`src/rtl/dff_rr_arbiter.sv`:
```
// dff_rr_arbiter: round-robin arbiter that lets one of N_REQ requesters at a
// time write a shared DW-bit register. A grant lasts for one write, or for up
// to MAX_HOLD consecutive writes while the owner keeps lock asserted. A grant
// is never preempted. Every grant is followed by one idle cycle.
module dff_rr_arbiter #(
    parameter int N_REQ    = 4,
    parameter int DW       = 8,
    parameter int MAX_HOLD = 4
) (
    input  logic                     clk,
    input  logic                     rst_n,
    input  logic [N_REQ-1:0]         req,
    input  logic [N_REQ-1:0]         lock,
    input  logic [N_REQ*DW-1:0]      data,
    output logic [N_REQ-1:0]         gnt,
    output logic [DW-1:0]            q,
    output logic                     q_valid,
    output logic [$clog2(N_REQ)-1:0] q_src,
    output logic                     busy
);

    localparam int SW  = $clog2(N_REQ);
    // The hold counter only has to reach MAX_HOLD-1, so it saturates by
    // construction and never wraps.
    localparam int HCW = (MAX_HOLD > 1) ? $clog2(MAX_HOLD) : 1;

    localparam logic [SW-1:0]    PTR_RST   = SW'(N_REQ - 1);
    localparam logic [HCW-1:0]   HOLD_LAST = HCW'(MAX_HOLD - 1);
    localparam logic [N_REQ-1:0] ONE_HOT0  = {{(N_REQ-1){1'b0}}, 1'b1};

    typedef enum logic [0:0] {
        ST_IDLE  = 1'b0,
        ST_GRANT = 1'b1
    } state_t;

    // Registered state
    state_t           state_r;
    logic [N_REQ-1:0] gnt_r;
    logic [SW-1:0]    ptr_r;
    logic [HCW-1:0]   hold_r;
    logic [DW-1:0]    q_r;
    logic             q_valid_r;
    logic [SW-1:0]    q_src_r;
    logic             busy_r;

    // Next-state values
    state_t           state_s;
    logic [N_REQ-1:0] gnt_s;
    logic [SW-1:0]    ptr_s;
    logic [HCW-1:0]   hold_s;
    logic [DW-1:0]    q_s;
    logic             q_valid_s;
    logic [SW-1:0]    q_src_s;
    logic             busy_s;

    // Arbitration helpers
    logic [SW-1:0]    win_s;
    logic             found_s;
    logic [SW-1:0]    idx_s;
    logic [DW-1:0]    data_arr_s [N_REQ];

    // Slice the flat data bus into one word per requester.
    for (genvar gi = 0; gi < N_REQ; gi++) begin : g_slice
        assign data_arr_s[gi] = data[gi*DW +: DW];
    end

    // Rotating priority search: first set req strictly after ptr, wrapping.
    always_comb begin
        win_s   = PTR_RST;
        found_s = 1'b0;
        idx_s   = '0;
        for (int off = 1; off <= N_REQ; off++) begin
            idx_s = SW'((int'(ptr_r) + off) % N_REQ);
            if (!found_s && req[idx_s]) begin
                found_s = 1'b1;
                win_s   = idx_s;
            end else begin
                found_s = found_s;
            end
        end
    end

    // FSM next-state and datapath decisions.
    always_comb begin
        state_s   = state_r;
        gnt_s     = gnt_r;
        ptr_s     = ptr_r;
        hold_s    = hold_r;
        q_s       = q_r;
        q_valid_s = 1'b0;
        q_src_s   = q_src_r;

        case (state_r)
            ST_IDLE: begin
                if (found_s) begin
                    state_s = ST_GRANT;
                    gnt_s   = ONE_HOT0 << win_s;
                    ptr_s   = win_s;
                    hold_s  = '0;
                end else begin
                    gnt_s   = '0;
                end
            end
            ST_GRANT: begin
                // Only the owner's req/lock are looked at; others wait.
                if (req[ptr_r]) begin
                    q_s       = data_arr_s[ptr_r];
                    q_src_s   = ptr_r;
                    q_valid_s = 1'b1;
                    if (lock[ptr_r] && (hold_r < HOLD_LAST)) begin
                        hold_s = hold_r + 1'b1;
                    end else begin
                        state_s = ST_IDLE;
                        gnt_s   = '0;
                        hold_s  = '0;
                    end
                end else begin
                    // Owner withdrew: release without writing.
                    state_s = ST_IDLE;
                    gnt_s   = '0;
                    hold_s  = '0;
                end
            end
            default: begin
                state_s = ST_IDLE;
                gnt_s   = '0;
                hold_s  = '0;
            end
        endcase

        busy_s = (state_s == ST_GRANT);
    end

    // State and output registers; reset restarts arbitration at requester 0.
    always_ff @(posedge clk or negedge rst_n) begin
        if (!rst_n) begin
            state_r   <= ST_IDLE;
            gnt_r     <= '0;
            ptr_r     <= PTR_RST;
            hold_r    <= '0;
            q_r       <= '0;
            q_valid_r <= 1'b0;
            q_src_r   <= '0;
            busy_r    <= 1'b0;
        end else begin
            state_r   <= state_s;
            gnt_r     <= gnt_s;
            ptr_r     <= ptr_s;
            hold_r    <= hold_s;
            q_r       <= q_s;
            q_valid_r <= q_valid_s;
            q_src_r   <= q_src_s;
            busy_r    <= busy_s;
        end
    end

    assign gnt     = gnt_r;
    assign q       = q_r;
    assign q_valid = q_valid_r;
    assign q_src   = q_src_r;
    assign busy    = busy_r;

endmodule
```
`config.mk`:
```
export PLATFORM = sky130hd
export DESIGN_NAME = dff_rr_arbiter
export DESIGN_NICKNAME = d
export VERILOG_FILES = /design/src/rtl/dff_rr_arbiter.sv
export SDC_FILE = /design/constraint.sdc
export NUM_CORES = 1
export LEC_CHECK = 0
export ABC_AREA = 1
export CORE_ASPECT_RATIO = 1.5
export CORE_MARGIN = 5
export CORE_UTILIZATION = 43
export DETAILED_ROUTE_END_ITERATION = 12
export GPL_TIMING_DRIVEN = 0
export PLACE_DENSITY = 0.86
export SYNTH_ARGS = -nofsm -noshare
export SYNTH_HDL_FRONTEND = slang
export SYNTH_SLANG_ARGS = --single-unit
```
`constraint.sdc`:
```
create_clock -name clk -period 2 [get_ports clk]
set_clock_uncertainty 0.2 [all_clocks]
set_input_delay 0.2 -clock clk [delete_from_list [all_inputs] [get_ports clk]]
set_output_delay 0.2 -clock clk [all_outputs]
set_load 0.005 [all_outputs]
```
# Word-level counts from Yosys, hierarchy flattened
# Cells that the tools add are included.
# word_totals
regBits,20
inputBits,42
output_inout_bits,16
word_cells,70
# op_classes
addsub,5
n_lt_le_gt_ge,7
eq_ne,2
shift,1
n_mux,37
bitwise,2
reduce_logical,9
# ops
cell,n
binary-select mux 8 bit (select 2 bit),1
2-to-1 mux 8 bit,2
< comparator 2 x 3 -> 1 bit (second input constant),5
2-to-1 mux 1 bit,15
2-to-1 mux 2 bit,7
binary-select mux 1 bit (select 2 bit),6
2-to-1 mux 4 bit,3
one-hot mux 4 bit (2 select lines),1
adder 2 x 1 -> 2 bit (second input constant),3
adder 2 bit (second input constant),2
logical AND 1 bit,4
one-hot mux 2 bit (2 select lines),1
AND reduction 2 bit,2
left shift 1 x 2 -> 4 bit (first input constant),1
greater-or-equal comparator 3 bit (second input constant),1
logical NOT 1 bit,3
!= test 3 bit (second input constant),1
NOT 2 -> 3 bit,1
< comparator 2 bit (second input constant),1
!= test 2 bit (second input constant),1
one-hot mux 1 bit (2 select lines),1
NOT 1 bit,1

# Depth between registers and ports, before layout
# Gate-level depths: netlist (run 1).
# depth
ltp_word,16
depth_mapped,12
depth_no_buf,12

# Worst setup path after synthesis (run 1)
# OpenSTA, ideal clock, no wires.
# synth_path
path_type,register to register
start,register ptr_r[0]
end,register gnt_r[3] (netlist: gnt[3])
setup_ps,116
arrival_ps,1413
t_required_ps,1684
path_slack_ps,270
stages_incl_launch_ff,11
path_buffers,1
period_less_slack_ps,1730
cell_sequence,dfstp_2 buf_6 nand2_2 nand3_1 nand2_2 nor2_8 nand4_1 nand2_2 nor2_1 nand2_1 nand2_1
# synth_via
elab_chain_cells,16
elab_cells_between_ends,36
classes_between,add/sub (4); eq/ne (1); shift (1); mux (23); reduce/logical (7)
# synth_lines
item,line,source
from (decl),39,logic [SW-1:0] ptr_r;
from (signal assigned),148,ptr_r <= ptr_s;
adder 2 x 1 -> 2 bit,73,idx_s = SW'((int'(ptr_r) + off) % N_REQ);
binary-select mux 1 bit (select 2 bit),74,if (!found_s && req[idx_s]) begin
2-to-1 mux 1 bit (implied by the code),74,
2-to-1 mux 1 bit,74,
logical NOT 1 bit,74,
logical AND 1 bit,74,
2-to-1 mux 1 bit,74,
logical NOT 1 bit,74,
logical AND 1 bit,74,
2-to-1 mux 1 bit,74,
logical NOT 1 bit,74,
logical AND 1 bit,74,
2-to-1 mux 2 bit,74,
left shift 1 x 2 -> 4 bit,97,gnt_s = ONE_HOT0 << win_s;
2-to-1 mux 4 bit,95,if (found_s) begin
one-hot mux 4 bit (2 select lines),93,case (state_r)
to (signal assigned),147,gnt_r <= gnt_s;
to (decl),38,logic [N_REQ-1:0] gnt_r;
# Parallel ways exist; a longest one is shown, timed or not. The select of a mux whose other input is x is not followed.
# A chain may end at the register's enable or synchronous reset.

# Worst setup path in the final report (run 1)
# layout_path
start,register ptr_r[1]
end,register gnt_r[3] (netlist: gnt[3])
# The elaborated chain is that of the path after synthesis.

==> flow_summary.ini, run 1 <==
[outcome]
status = completed

[floorplan]
row_count = 25
dieHeight_um = 79.4
dieArea_um2 = 4470
start_util_pct = 44.2
core_area_um2 = 3130
num_io_pins = 58
die_w_um = 56.3

[pwr]
powerDensity_nw_per_um2 = 1610
peakVddDrop_v = 0.000916
leakage_uw = 0.00102

[clock_tree]
cts_tree = done
clkSlewWorstSetupHoldPaths_ns = 0.08
insertion_delay_ns = 0.27
h-tree-depth = 1
cts_root_buffer = clkbuf_8
hold_buffers = 0
clock_sinks = 20
clk_path_buf_depth = 2
numCtsBuffers = 3

[place]
post-dp-hpwl_um = 3140
gp_congestion = 0.843
port-buffer-count = 57
dpl_cell_area_um2 = 2000
dpl_worst_slack_ns = 0.0423
place_inst = 298

[global_routing]
grt_overflow = 0
grt_use_total_pct = 19.6
grt_pass1_vias = 1482
grt_max_degree = 21
antenna_found_initial = 0
grt_pass1_wl_um = 6850

[worst_setup_path]
cp-start-kind = flop
crit_required_ns = 1.96
crit_arrival_ns = 1.90
cp-end-kind = flop
worstPathMaxFanout = 10
crit_type = flop to flop

[min_path]
min_path_type = primary input to async pin

[yosys]
synth_seq_area_share_pct = 36.4
synthesis.instances = 201
synth_warnings = 0
synth_nets = 244
yosys.area_share.simple_pct = 52.2
synth_cell_type_count = 27
synthAdderAreaFrac_pct = 0.905
muxShareOfSynthArea_pct = 0
synth_compound_area_share_pct = 4.16
synth_top_area_cell = dfrtp_1
ys_seq_elements = 20
synth_xor_area_share_pct = 0
avgSynthCellArea_um2 = 6.88
ys_top_cells_by_area = dfrtp_1 33%, nand2_1 23%, nand3_1 13%, nand4_1 5.0%, dfstp_2 3.8%
synth_top_cell_area_share_pct = 32.6
synth_top_family_by_area = simple AND/OR/NAND/NOR gates
syn-cell-area_um2 = 1380

[timing]
timing.final.crit_share_pct = 96.6
drv_slew = 0
tightest_slew_ns = 0.893
setup_tns_ns = 0
period_needed_ns = 1.93
relSlewSlack_pct = 40.3
finalSetupViolations = 0
timing.final.ws_setup_ns = 0.0679
clock.fmax_mhz = 518
hold_viol = 0

[cells_and_area]
final_area_um2 = 2120
final_core_util_pct = 67.9
drive_gt1_share_pct = 15.1
final.fill_count = 280
final_cells = 305
antenna_cells = 0
final_nets = 309
area_delta_synth_final_pct = 53.6

[route]
vias = 1586
drtAntennaViolNets = 0
via_per_inst = 5.20
drtIter0Drc = 36
routedWlPerCell_um = 13.7
routed_wl_um = 4170
drcViolationCount = 0
drt-pass1-iter-count = 4

[job]
drv_cap = 0
-- cells in the final DEF, fill, tap and decap left out, drive strengths merged --
| master | netlist | final |
|---|---|---|
| nand4 | 11 | 11 |
| clkbuf | 2 | 7 |
| clkinv | 3 | 2 |
| buf | 6 | 7 |
| clkdlybuf4s50 | 0 | 57 |
| inv | 9 | 9 |
| dfstp | 2 | 2 |
| a21boi | 1 | 1 |
| bufinv | 0 | 1 |
| a31o | 1 | 1 |
| clkinvlp | 0 | 1 |
| nand3 | 37 | 37 |
| o31ai | 1 | 1 |
| nand2 | 93 | 93 |
| o21ai | 6 | 6 |
| nor2 | 8 | 8 |
| nand3b | 2 | 2 |
| dfrtp | 18 | 18 |
| ha | 1 | 1 |
-- synthesized netlist by cell type, drive strengths merged --
| cell | instances |
|---|---|
| a21boi | 1 |
| a31o | 1 |
| buf | 6 |
| clkbuf | 2 |
| clkinv | 3 |
| dfrtp | 18 |
| dfstp | 2 |
| ha | 1 |
| inv | 9 |
| nand2 | 93 |
| nand3 | 37 |
| nand3b | 2 |
| nand4 | 11 |
| nor2 | 8 |
| o21ai | 6 |
| o31ai | 1 |
-- report_power, final --
group / switching (uW) / total [uW] / internal, uW
Clock: 141 / 409 / 268
Combinational: 1370 / 2290 / 926
Sequential: 122 / 716 / 595
Total: 1630 / 3420 / 1790
-- critical path: stages (launching register included) --
cell      delay [ns]
dfstp_2         0.61
buf_2           0.27
nand3_1         0.10
nand2_1         0.13
nand4_1         0.10
nand2_1         0.10
clkinv_1        0.08
nand2_2         0.10
nor2_1          0.05
nand2_1         0.05
nand2_1         0.04
-- through the flow --
stage / power [uW] / hold slack, ns
after global routing: 3710 / 0.316
after global placement: 2840 / 0.262
final: 3420 / 0.235
after CTS: 3320 / 0.267
after floorplan: 2160 / -0.296
after detailed placement: 2880 / 0.265
-- logic make-up after synthesis --
family	Yosys count
AND/OR/NAND/NOR	151
adder cells (fa/ha/maj)	1
AO/OA/AOI/OAI	9
buffers and inverters	20
flip-flops	20
-- flip-flops by register name, indices dropped and copies added (netlist names) --
name     count
q_src        2
q_valid      1
q            8
busy         1
ptr_r        2
gnt          4
hold_r       2
-- area by class of cell --
type	count	area (um2)	area share, %
tap	40	50.0	2.36
clock inverter	1	30.0	1.41
buffer	8	46.3	2.18
sequential	20	503	23.7
clock buffer	3	41.3	1.94
inverter	12	52.6	2.47
timing repair buffer	60	593	27.9
multi-input combinational	161	807	38.0
-- metal layers --
metal / GRT usage [%] / routed length (um)
met5: 0 / 0
met4: 8.08 / 76
met3: 3.56 / 242
met2: 37.6 / 2280
met1: 20.7 / 1580
-- what timing repair did --
item / in CTS / in global routing
resized for setup: 1 / 9
cloned: 0 / 0
hold endpoints to repair: 0 / 0
buffers inserted: 0 / 3
pin swaps: 0 / 4
endpoints found under the setup margin: 1 / 13
-- worst paths after layout --
path                                            from            endpoint  slack (ns)  cells after the start
worst max-delay path            ptr_r[1]$_DFFE_PN1P_  gnt[3]$_DFFE_PN0P_        0.07                     10
worst min-delay path                           rst_n   q_valid$_DFF_PN0_        0.23                      1
worst max register to register  ptr_r[1]$_DFFE_PN1P_  gnt[3]$_DFFE_PN0P_        0.07                     10
worst min register to register    gnt[2]$_DFFE_PN0P_  gnt[2]$_DFFE_PN0P_        0.28                      2
max in group asynchronous                      rst_n    q[7]$_DFFE_PN0P_        0.82                      1
min in group clk                  gnt[2]$_DFFE_PN0P_  gnt[2]$_DFFE_PN0P_        0.28                      2
Note: power is estimated with default switching activity, not from simulation.
==> run 2: changes to the inputs <==
--- a/config.mk
+++ b/config.mk
@@ -12,6 +12,7 @@
 export DETAILED_ROUTE_END_ITERATION = 12
 export GPL_TIMING_DRIVEN = 0
 export PLACE_DENSITY = 0.86
+export SLEW_MARGIN = 20
 export SYNTH_ARGS = -nofsm -noshare
 export SYNTH_HDL_FRONTEND = slang
 export SYNTH_SLANG_ARGS = --single-unit
==> results of run 2 <==
No change in the layout: final DEF, timing and power equal those of run 1.
==> run 3: changes to the inputs <==
--- a/config.mk
+++ b/config.mk
@@ -6,6 +6,7 @@
 export NUM_CORES = 1
 export LEC_CHECK = 0
 export ABC_AREA = 1
+export CAP_MARGIN = 20
 export CORE_ASPECT_RATIO = 1.5
 export CORE_MARGIN = 5
 export CORE_UTILIZATION = 43
==> constraint.sdc (replaced) <==
create_clock -name clk -period 2 [get_ports clk]
set_clock_uncertainty 0.2 [all_clocks]
set_input_delay 0.2 -clock clk [delete_from_list [all_inputs] [get_ports clk]]
set_output_delay 0.2 -clock clk [all_outputs]
set_load 0.05 [all_outputs]
==> results of run 3 <==
The final DEF is identical to that of run 1. Status: completed.
Among the figures that moved: setup slack after layout 0.0679 ns -> 0.0495 ns; start point of the critical path ptr_r[1]$_DFFE_PN1P_ -> busy$_DFF_PN0_; end point of the critical path gnt[3]$_DFFE_PN0P_ -> busy; total power 3420 uW -> 3850 uW; worst IR drop on VDD 0.000916 V -> 0.00101 V
